===== src/rtl/fc_mac_accumulator.sv =====
// Purpose : fully-connected neuron MAC; accumulates N_INPUTS pixel*weight products plus bias, emits one scaled result per neuron.
// Latency : last beat accepted in cycle t -> out_valid in cycle t+2; minimum result period N_INPUTS+2 cycles.
// Backpr. : in_ready drops from the last beat until out_valid&&out_ready; the result is held stable until taken.
// Optional: define FC_MAC_SATURATE_EN to clip the result to OUT_W (out_last_sat flags clipping); otherwise it is truncated.
module fc_mac_accumulator #(
  parameter int N_INPUTS   = 784,
  parameter int IDX_W      = 10,
  parameter int DATA_W     = 8,
  parameter int ACC_W      = 32,
  parameter int OUT_W      = 16,
  parameter int FRAC_SHIFT = 8
) (
  input  logic                     clk,
  input  logic                     rst_n,
  input  logic                     in_valid,
  output logic                     in_ready,
  input  logic signed [DATA_W-1:0] in_pixel,
  input  logic signed [DATA_W-1:0] in_weight,
  input  logic signed [ACC_W-1:0]  bias,
  output logic [IDX_W-1:0]         term_idx,
  output logic                     out_valid,
  input  logic                     out_ready,
  output logic signed [OUT_W-1:0]  out_data,
  output logic                     out_last_sat
);

  typedef enum logic [1:0] {ST_ACC = 2'd0, ST_DRAIN = 2'd1, ST_OUT = 2'd2} state_e;

  localparam logic [IDX_W-1:0] LAST_IDX = IDX_W'(N_INPUTS - 1);

  state_e                     state_q, state_d;
  logic [IDX_W-1:0]           term_idx_q, term_idx_d;
  logic signed [ACC_W-1:0]    prod_q, prod_d;
  logic                       prod_vld_q, prod_vld_d;
  logic                       prod_first_q, prod_first_d;
  logic                       prod_last_q, prod_last_d;
  logic signed [ACC_W-1:0]    acc_q, acc_d;
  logic signed [ACC_W-1:0]    bias_q, bias_d;
  logic signed [OUT_W-1:0]    out_data_q, out_data_d;

  logic                       accept;
  logic signed [2*DATA_W-1:0] px_ext, wt_ext, mult;
  logic signed [ACC_W-1:0]    sum_now;
  logic signed [ACC_W:0]      wide_sum;
  logic signed [OUT_W-1:0]    res;

  assign in_ready  = (state_q == ST_ACC);
  assign out_valid = (state_q == ST_OUT);
  assign accept    = in_valid && in_ready;
  assign term_idx  = term_idx_q;
  assign out_data  = out_data_q;

  // Operands widened to the full product width so the multiply is exact.
  assign px_ext = {{DATA_W{in_pixel[DATA_W-1]}}, in_pixel};
  assign wt_ext = {{DATA_W{in_weight[DATA_W-1]}}, in_weight};
  assign mult   = px_ext * wt_ext;

  // Next-state logic: ACC until the last term is taken, one drain cycle, then hold the result until taken.
  always_comb begin
    state_d = state_q;
    case (state_q)
      ST_ACC:   if (accept && (term_idx_q == LAST_IDX)) state_d = ST_DRAIN;
      ST_DRAIN: state_d = ST_OUT;
      ST_OUT:   if (out_ready) state_d = ST_ACC;
      default:  state_d = ST_ACC;
    endcase
  end

  // Final sum including the product in flight, then bias add and scaling in ACC_W+1 bits.
`ifdef FC_MAC_SATURATE_EN
  localparam logic signed [ACC_W:0] SAT_MAX = $signed({{(ACC_W-OUT_W+2){1'b0}}, {(OUT_W-1){1'b1}}});
  localparam logic signed [ACC_W:0] SAT_MIN = $signed({{(ACC_W-OUT_W+2){1'b1}}, {(OUT_W-1){1'b0}}});
  logic signed [ACC_W:0] shifted;
  logic                  res_sat;
  logic                  out_sat_q, out_sat_d;

  always_comb begin
    sum_now  = prod_first_q ? prod_q : acc_q + prod_q;
    wide_sum = {sum_now[ACC_W-1], sum_now} + {bias_q[ACC_W-1], bias_q};
    shifted  = wide_sum >>> FRAC_SHIFT;
    res      = shifted[OUT_W-1:0];
    res_sat  = 1'b0;
    if (shifted > SAT_MAX) begin
      res     = {1'b0, {(OUT_W-1){1'b1}}};
      res_sat = 1'b1;
    end else if (shifted < SAT_MIN) begin
      res     = {1'b1, {(OUT_W-1){1'b0}}};
      res_sat = 1'b1;
    end
  end

  // Clip flag travels with the captured result.
  always_comb begin
    out_sat_d = out_sat_q;
    if (prod_vld_q && prod_last_q) out_sat_d = res_sat;
  end

  // Clip flag register.
  always_ff @(posedge clk or negedge rst_n) begin
    if (!rst_n) out_sat_q <= 1'b0;
    else        out_sat_q <= out_sat_d;
  end

  assign out_last_sat = out_sat_q;
`else
  always_comb begin
    sum_now  = prod_first_q ? prod_q : acc_q + prod_q;
    wide_sum = {sum_now[ACC_W-1], sum_now} + {bias_q[ACC_W-1], bias_q};
    res      = OUT_W'(wide_sum >>> FRAC_SHIFT);
  end

  assign out_last_sat = 1'b0;
`endif

  // Datapath next values: product stage, term counter, bias capture, accumulator, result capture.
  always_comb begin
    term_idx_d   = term_idx_q;
    prod_d       = prod_q;
    prod_vld_d   = accept;
    prod_first_d = prod_first_q;
    prod_last_d  = prod_last_q;
    bias_d       = bias_q;
    acc_d        = acc_q;
    out_data_d   = out_data_q;
    if (accept) begin
      prod_d       = {{(ACC_W-2*DATA_W){mult[2*DATA_W-1]}}, mult};
      prod_first_d = (term_idx_q == '0);
      prod_last_d  = (term_idx_q == LAST_IDX);
      term_idx_d   = (term_idx_q == LAST_IDX) ? '0 : term_idx_q + IDX_W'(1);
      if (term_idx_q == '0) bias_d = bias;
    end
    // First product of a neuron loads rather than adds, so no clear cycle is needed.
    if (prod_vld_q) acc_d = sum_now;
    if (prod_vld_q && prod_last_q) out_data_d = res;
  end

  // State and datapath registers; reset discards any partial sum and pending result.
  always_ff @(posedge clk or negedge rst_n) begin
    if (!rst_n) begin
      state_q      <= ST_ACC;
      term_idx_q   <= '0;
      prod_q       <= '0;
      prod_vld_q   <= 1'b0;
      prod_first_q <= 1'b0;
      prod_last_q  <= 1'b0;
      acc_q        <= '0;
      bias_q       <= '0;
      out_data_q   <= '0;
    end else begin
      state_q      <= state_d;
      term_idx_q   <= term_idx_d;
      prod_q       <= prod_d;
      prod_vld_q   <= prod_vld_d;
      prod_first_q <= prod_first_d;
      prod_last_q  <= prod_last_d;
      acc_q        <= acc_d;
      bias_q       <= bias_d;
      out_data_q   <= out_data_d;
    end
  end

endmodule


===== config.mk =====
export PLATFORM = sky130hd
export DESIGN_NAME = fc_mac_accumulator
export DESIGN_NICKNAME = d
export VERILOG_FILES = /design/src/rtl/fc_mac_accumulator.sv
export SDC_FILE = /design/constraint.sdc
export NUM_CORES = 1
export LEC_CHECK = 0
export BUFFER_PORTS_ARGS = -buffer_cell sky130_fd_sc_hd__buf_4
export CORE_ASPECT_RATIO = 0.75
export CORE_MARGIN = 4
export CORE_UTILIZATION = 60
export CTS_CLUSTER_SIZE = 10
export DETAILED_ROUTE_END_ITERATION = 8
export GPL_TIMING_DRIVEN = 0
export PLACE_DENSITY = 0.81
export REMOVE_ABC_BUFFERS = 1
export SYNTH_ARGS = -nofsm -noshare
export SYNTH_HDL_FRONTEND = slang
export SYNTH_SLANG_ARGS = --single-unit

===== constraint.sdc =====
create_clock -name clk -period 11.6 [get_ports clk]
set_input_delay 1.16 -clock clk [delete_from_list [all_inputs] [get_ports clk]]
set_output_delay 1.16 -clock clk [all_outputs]
set_load 0.02 [all_outputs]

# Word level (Yosys, flattened, before mapping)
# Index checks and enable logic that the tools add are counted.
word_totals:
  regBits: 103
  in_bits: 52
  output_inout_bits: 29
op_classes:
  multipliers: 1
  n_mux: 5
  n_eq_ne: 5
  reduce_logical: 7
  add_sub_neg: 3
ops:
  columns: ["cell", "count"]
  rows:
  - ["$add A32 B16 Y32", 1]
  - ["$mux W32", 1]
  - ["$add A24 B24 Y24", 1]
  - ["$mul A8 B8 Y16", 1]
  - ["$add A10 B1 Y10 const B", 1]
  - ["$eq A10 B10 Y1 const B", 1]
  - ["$logic_not A10 Y1", 1]
  - ["$mux W10", 1]
  - ["$pmux W2 S3", 1]
  - ["$mux W2", 2]
  - ["$ne A2 B1 Y1 const B", 2]
  - ["$reduce_and A2 Y1", 2]
  - ["$logic_and A1 B1 Y1", 3]
  - ["$eq A2 B1 Y1 const B", 1]
  - ["$eq A2 B2 Y1 const B", 1]
  - ["$logic_not A2 Y1", 1]

# Logic depth before layout (Yosys ltp)
depth:
  depth_word: 5
  ltp_mapped: 23
  ltp_nobuf: 22

# Worst setup path before layout
# No wires, ideal clock.
synth_path:
  path_kind: "input to register"
  startpoint: "input port in_pixel[7]"
  endpoint: "register, netlist name prod_q[15]"
  setup_time_ns: 0.135
  cell_stages: 16
  t_arrival_ns: 4.988
  path_slack_ns: 6.477
  n_path_buf: 0
  cell_sequence: "and2_1 > fa_1 > inv_1 > fa_1 > inv_1 > fa_1 > inv_1 > fa_1 > inv_1 > ha_1 > and3_1 > a21oi_1 > o21ai_0 > o41ai_1 > xnor2_1 > o21ai_0"
synth_via:
  elab_chain_len: 1
synth_lines:
  columns: ["element", "line", "source"]
  rows:
  - ["start: declaration", "17", "input logic signed [DATA_W-1:0] in_pixel,"]
  - ["$mul A8 B8 Y16", "56", "assign mult = px_ext * wt_ext;"]
# Every way passes these cells.
# A chain may end at the register's enable or synchronous reset.

# Worst setup path in the final report
layout_path:
  startpoint: "input port in_pixel[7]"
  endpoint: "register, netlist name prod_q[15]"
layout_via:
  elab_chain_len: 1
layout_lines:
  columns: ["element", "line"]
  rows:
  - ["$mul A8 B8 Y16", "56"]
# Every way passes these cells.

==> results.txt <==
Total track usage: 22.6%
Final Cell Area: 9350 um2
Mapped Cells: 892
Crit. End Element: flip-flop
Synth unique cells: 55
Area post-placement: 9020 um2
Hold Fails Final Rpt: 0
Total gr overflow: 0
PwrDens: 323 nW/um2
Postcts setup bufs: 0
Die ar.: 15900 um2
TritonCTS clock tree: yes
Core ar.: 13700 um2
Slew Viols, Final: 0
Placer Congestion: 0.865
Die width: 144 um
Cts hold-fix bufs: 0
Critical path's largest stage delay: 0.62 ns
Placed insts: 1117
Initial antenna violation count: 0
Primary FF master, synth: dfrtp_1
Avg WL per Cell: 15.1 um
Diodes inserted: 0
Row count: 37
Initial core utilization: 61.2%
Port bufs: 71
Buf/Inv on CP: 5
CTS Buffer Depth: 2
DRC viols: 0
CTS Sinks: 95
Number of CTS-inserted buffers: 9
Netlist Area Pre-Place: 8350 um2
Ys async rst share: 100%
Post-synthesis sequential area ratio: 28.5%
Final setup vio count: 0
Fin crit period: 5.30 ns
Outcome: finished, final reports clean
DR pass1 iterations: 5
Layout cell share with drive strength beyond 1: 14.4%
Fillers: 1072
CP Data Required Time: 11.78 ns
Number of synthesized flops with an enable pin: 0
Iter 0 DRT Violations: 453
Setup TNS: 0 ns
Vias in the first global route: 6301
RSZ-0062 raised after global routing: no
DP Worst Slack: 5.94 ns
Max Freq: 0.189 GHz
Skew final: 0.00988 ns
Crit path max-delay family: adder cells
Die height: 110 um
Critical path, cell by cell: buf_4 -> and2_1 -> fa_1 -> inv_1 -> fa_1 -> inv_1 -> fa_1 -> inv_1 -> fa_1 -> inv_1 -> ha_1 -> and3_1 -> a21oi_1 -> o21ai_0 -> o41ai_1 -> xnor2_1 -> o21ai_0
Worst-path clk slew: 0.07 ns
Final Core Density: 68.4%
Hold WC Path Type: flip-flop to flip-flop
Synth Register Bits: 95
Post-detail-place hpwl: 13.1 mm
Syn avg cell area: 9.37 um2
First-pass GRT wire length: 29.3 mm
Top cells by area, synth: dfrtp_1 (28%), fa_1 (13%), ha_1 (12%)
Final nets: 1140
Maximum number of pins on one net before global-route repair: 96
Startpoint Class: input pin
I/O pins: 81
Antenna Nets Post-Route: 0
CTS resizes: 0
Cell taking the most area after synthesis: dfrtp_1
Final worst slack: 6.30 ns
Worst setup path class: input pin to flip-flop
Crit path DAT: 5.48 ns
VDD IR-drop max: 0.163 mV
Drt via density: 5.57
H-tree depth: 3
Maxcap violations: 0
Clock Latency Late Sink: 0.35 ns
Area delta synth->final: 11.9%
Non-filler cells, final: 1134
Root buffer cell: clkbuf_16
Worst slew margin: 15.5%
WL final: 17.1 mm
Leakage power: 0.00459 uW
Worst Max-Slew Pin Slew: 1.26 ns
Final period util: 45.7%
CP max FO: 8
Via Count: 6315
Synthesis Warnings: 0
Critical path's slowest cell: fa_1
Top cell type's share of synthesized area: 28.5%
==> cell families after synthesis <==
family                     Yosys count  share of synthesized area, %
and+or+nand+nor                    257                          15.2
AOI/OAI and AO/OA                  176                          12.9
adders and majority gates          134                          25.1
buffers and inverters              123                          5.66
DFF                                 95                          28.5
muxes                               56                          7.41
xor gates and xnor gates            50                          5.24
other                                1                        0.0449
==> worst register-to-register path, cell delays in order, from the launching register on <==
cell,delay (ns)
dfrtp_1,0.38
ha_1,0.19
inv_1,0.06
fa_1,0.40
nor2b_1,0.14
o21a_1,0.14
o21ai_0,0.16
a211oi_1,0.60
nor2_1,0.11
o31a_1,0.31
nand2_1,0.09
mux2i_1,0.24
nand2_1,0.08
ha_1,0.38
a21o_1,0.21
a21o_1,0.17
a21oi_1,0.19
o21ai_0,0.10
a41oi_1,0.25
mux2i_1,0.23
nand4_1,0.11
xnor2_1,0.13
o21ai_0,0.14
==> cells in the mapped netlist, types with 2 or more instances <==
| cell | number |
|---|---|
| a211oi_1 | 7 |
| ha_1 | 78 |
| nor4_1 | 2 |
| nand2_1 | 90 |
| mux2_2 | 47 |
| clkbuf_1 | 18 |
| nor3b_1 | 3 |
| a22o_1 | 2 |
| o31a_1 | 2 |
| inv_1 | 102 |
| nor2_1 | 38 |
| nor3_1 | 8 |
| xnor2_1 | 29 |
| o2111ai_1 | 2 |
| o21ai_0 | 65 |
| fa_1 | 56 |
| mux2i_1 | 9 |
| a21o_1 | 17 |
| o21a_1 | 4 |
| and2_1 | 49 |
| nor4b_1 | 2 |
| dfrtp_1 | 95 |
| nand3_1 | 16 |
| a21oi_1 | 40 |
| or2_2 | 2 |
| a31oi_1 | 6 |
| nor2b_1 | 17 |
| nand4_1 | 7 |
| o31ai_1 | 7 |
| o21ai_1 | 2 |
| o41ai_1 | 3 |
| or3_1 | 7 |
| nand2b_1 | 7 |
| xor2_1 | 21 |
| and3_1 | 7 |
| o21bai_1 | 3 |
| a21boi_0 | 4 |
==> path summary, 6_finish.rpt <==
path	startpoint	cells past startpoint	to	slack [ns]
max reg2reg	prod_q[0]	22	out_data[15]	6.71
max	in_pixel[7]	17	prod_q[15]	6.30
min	out_data[2]	2	out_data[2]	0.48
min reg2reg	out_data[2]	2	out_data[2]	0.48
min in group asynchronous	rst_n	1	bias_q[23]	1.05
max in group asynchronous	rst_n	1	acc_q[6]	9.81
==> final cells by class <==
| cell class | count | area [um2] | share of cell area (%) |
|---|---|---|---|
| multi-input cells | 674 | 5500 | 58.9 |
| flip-flops and latches | 95 | 2380 | 25.4 |
| repair buffers | 72 | 561 | 6.00 |
| inverters | 102 | 383 | 4.10 |
| clock buffers | 10 | 229 | 2.45 |
| well taps | 175 | 219 | 2.34 |
| clock inverters | 6 | 75.1 | 0.803 |
==> layout by cell type, fill, tap and decap left out, drive strengths merged, types with 10 or more instances in the layout <==
cell	n
inv	105
dfrtp	95
nand2	90
ha	78
buf	72
o21ai	67
fa	56
and2	49
mux2	47
a21oi	40
nor2	38
xnor2	29
xor2	21
nor2b	17
a21o	17
nand3	16
clkbuf	10
==> metrics by stage <==
| stage | hold WS, ns | total power, uW |
|---|---|---|
| 6_report | 0.485 | 3020 |
| 5_1_grt | 0.516 | 3350 |
| 4_1_cts | 0.488 | 3010 |
| 3_5_place_dp | 0.472 | 2680 |
| 3_3_place_gp | 0.461 | 2620 |
| 2_1_floorplan | 0.449 | 2240 |
==> report_power, final <==
group,total (uW),switching (uW),internal (uW)
Sequential,540,94.5,446
Clock,309,138,171
Combinational,2170,1200,972
Total,3020,1430,1590
==> metal layers <==
metal | up-vias | wire (um) | track usage [%]
met1 | 3032 | 8400 | 32.9
met3 | 14 | 619 | 3.79
met5 | - | 0 | 0
met4 | 0 | 151 | 3.66
li1 | 3151 | - | -
met2 | 118 | 7910 | 36.7
==> sequential cells by signal, indices dropped and copies added (netlist names) <==
register	flops
bias_q	24
out_data	16
prod_last_q	1
state_q	2
acc_q	24
term_idx	10
prod_vld_q	1
prod_first_q	1
prod_q	16
Note: power is estimated with default switching activity, not from simulation.
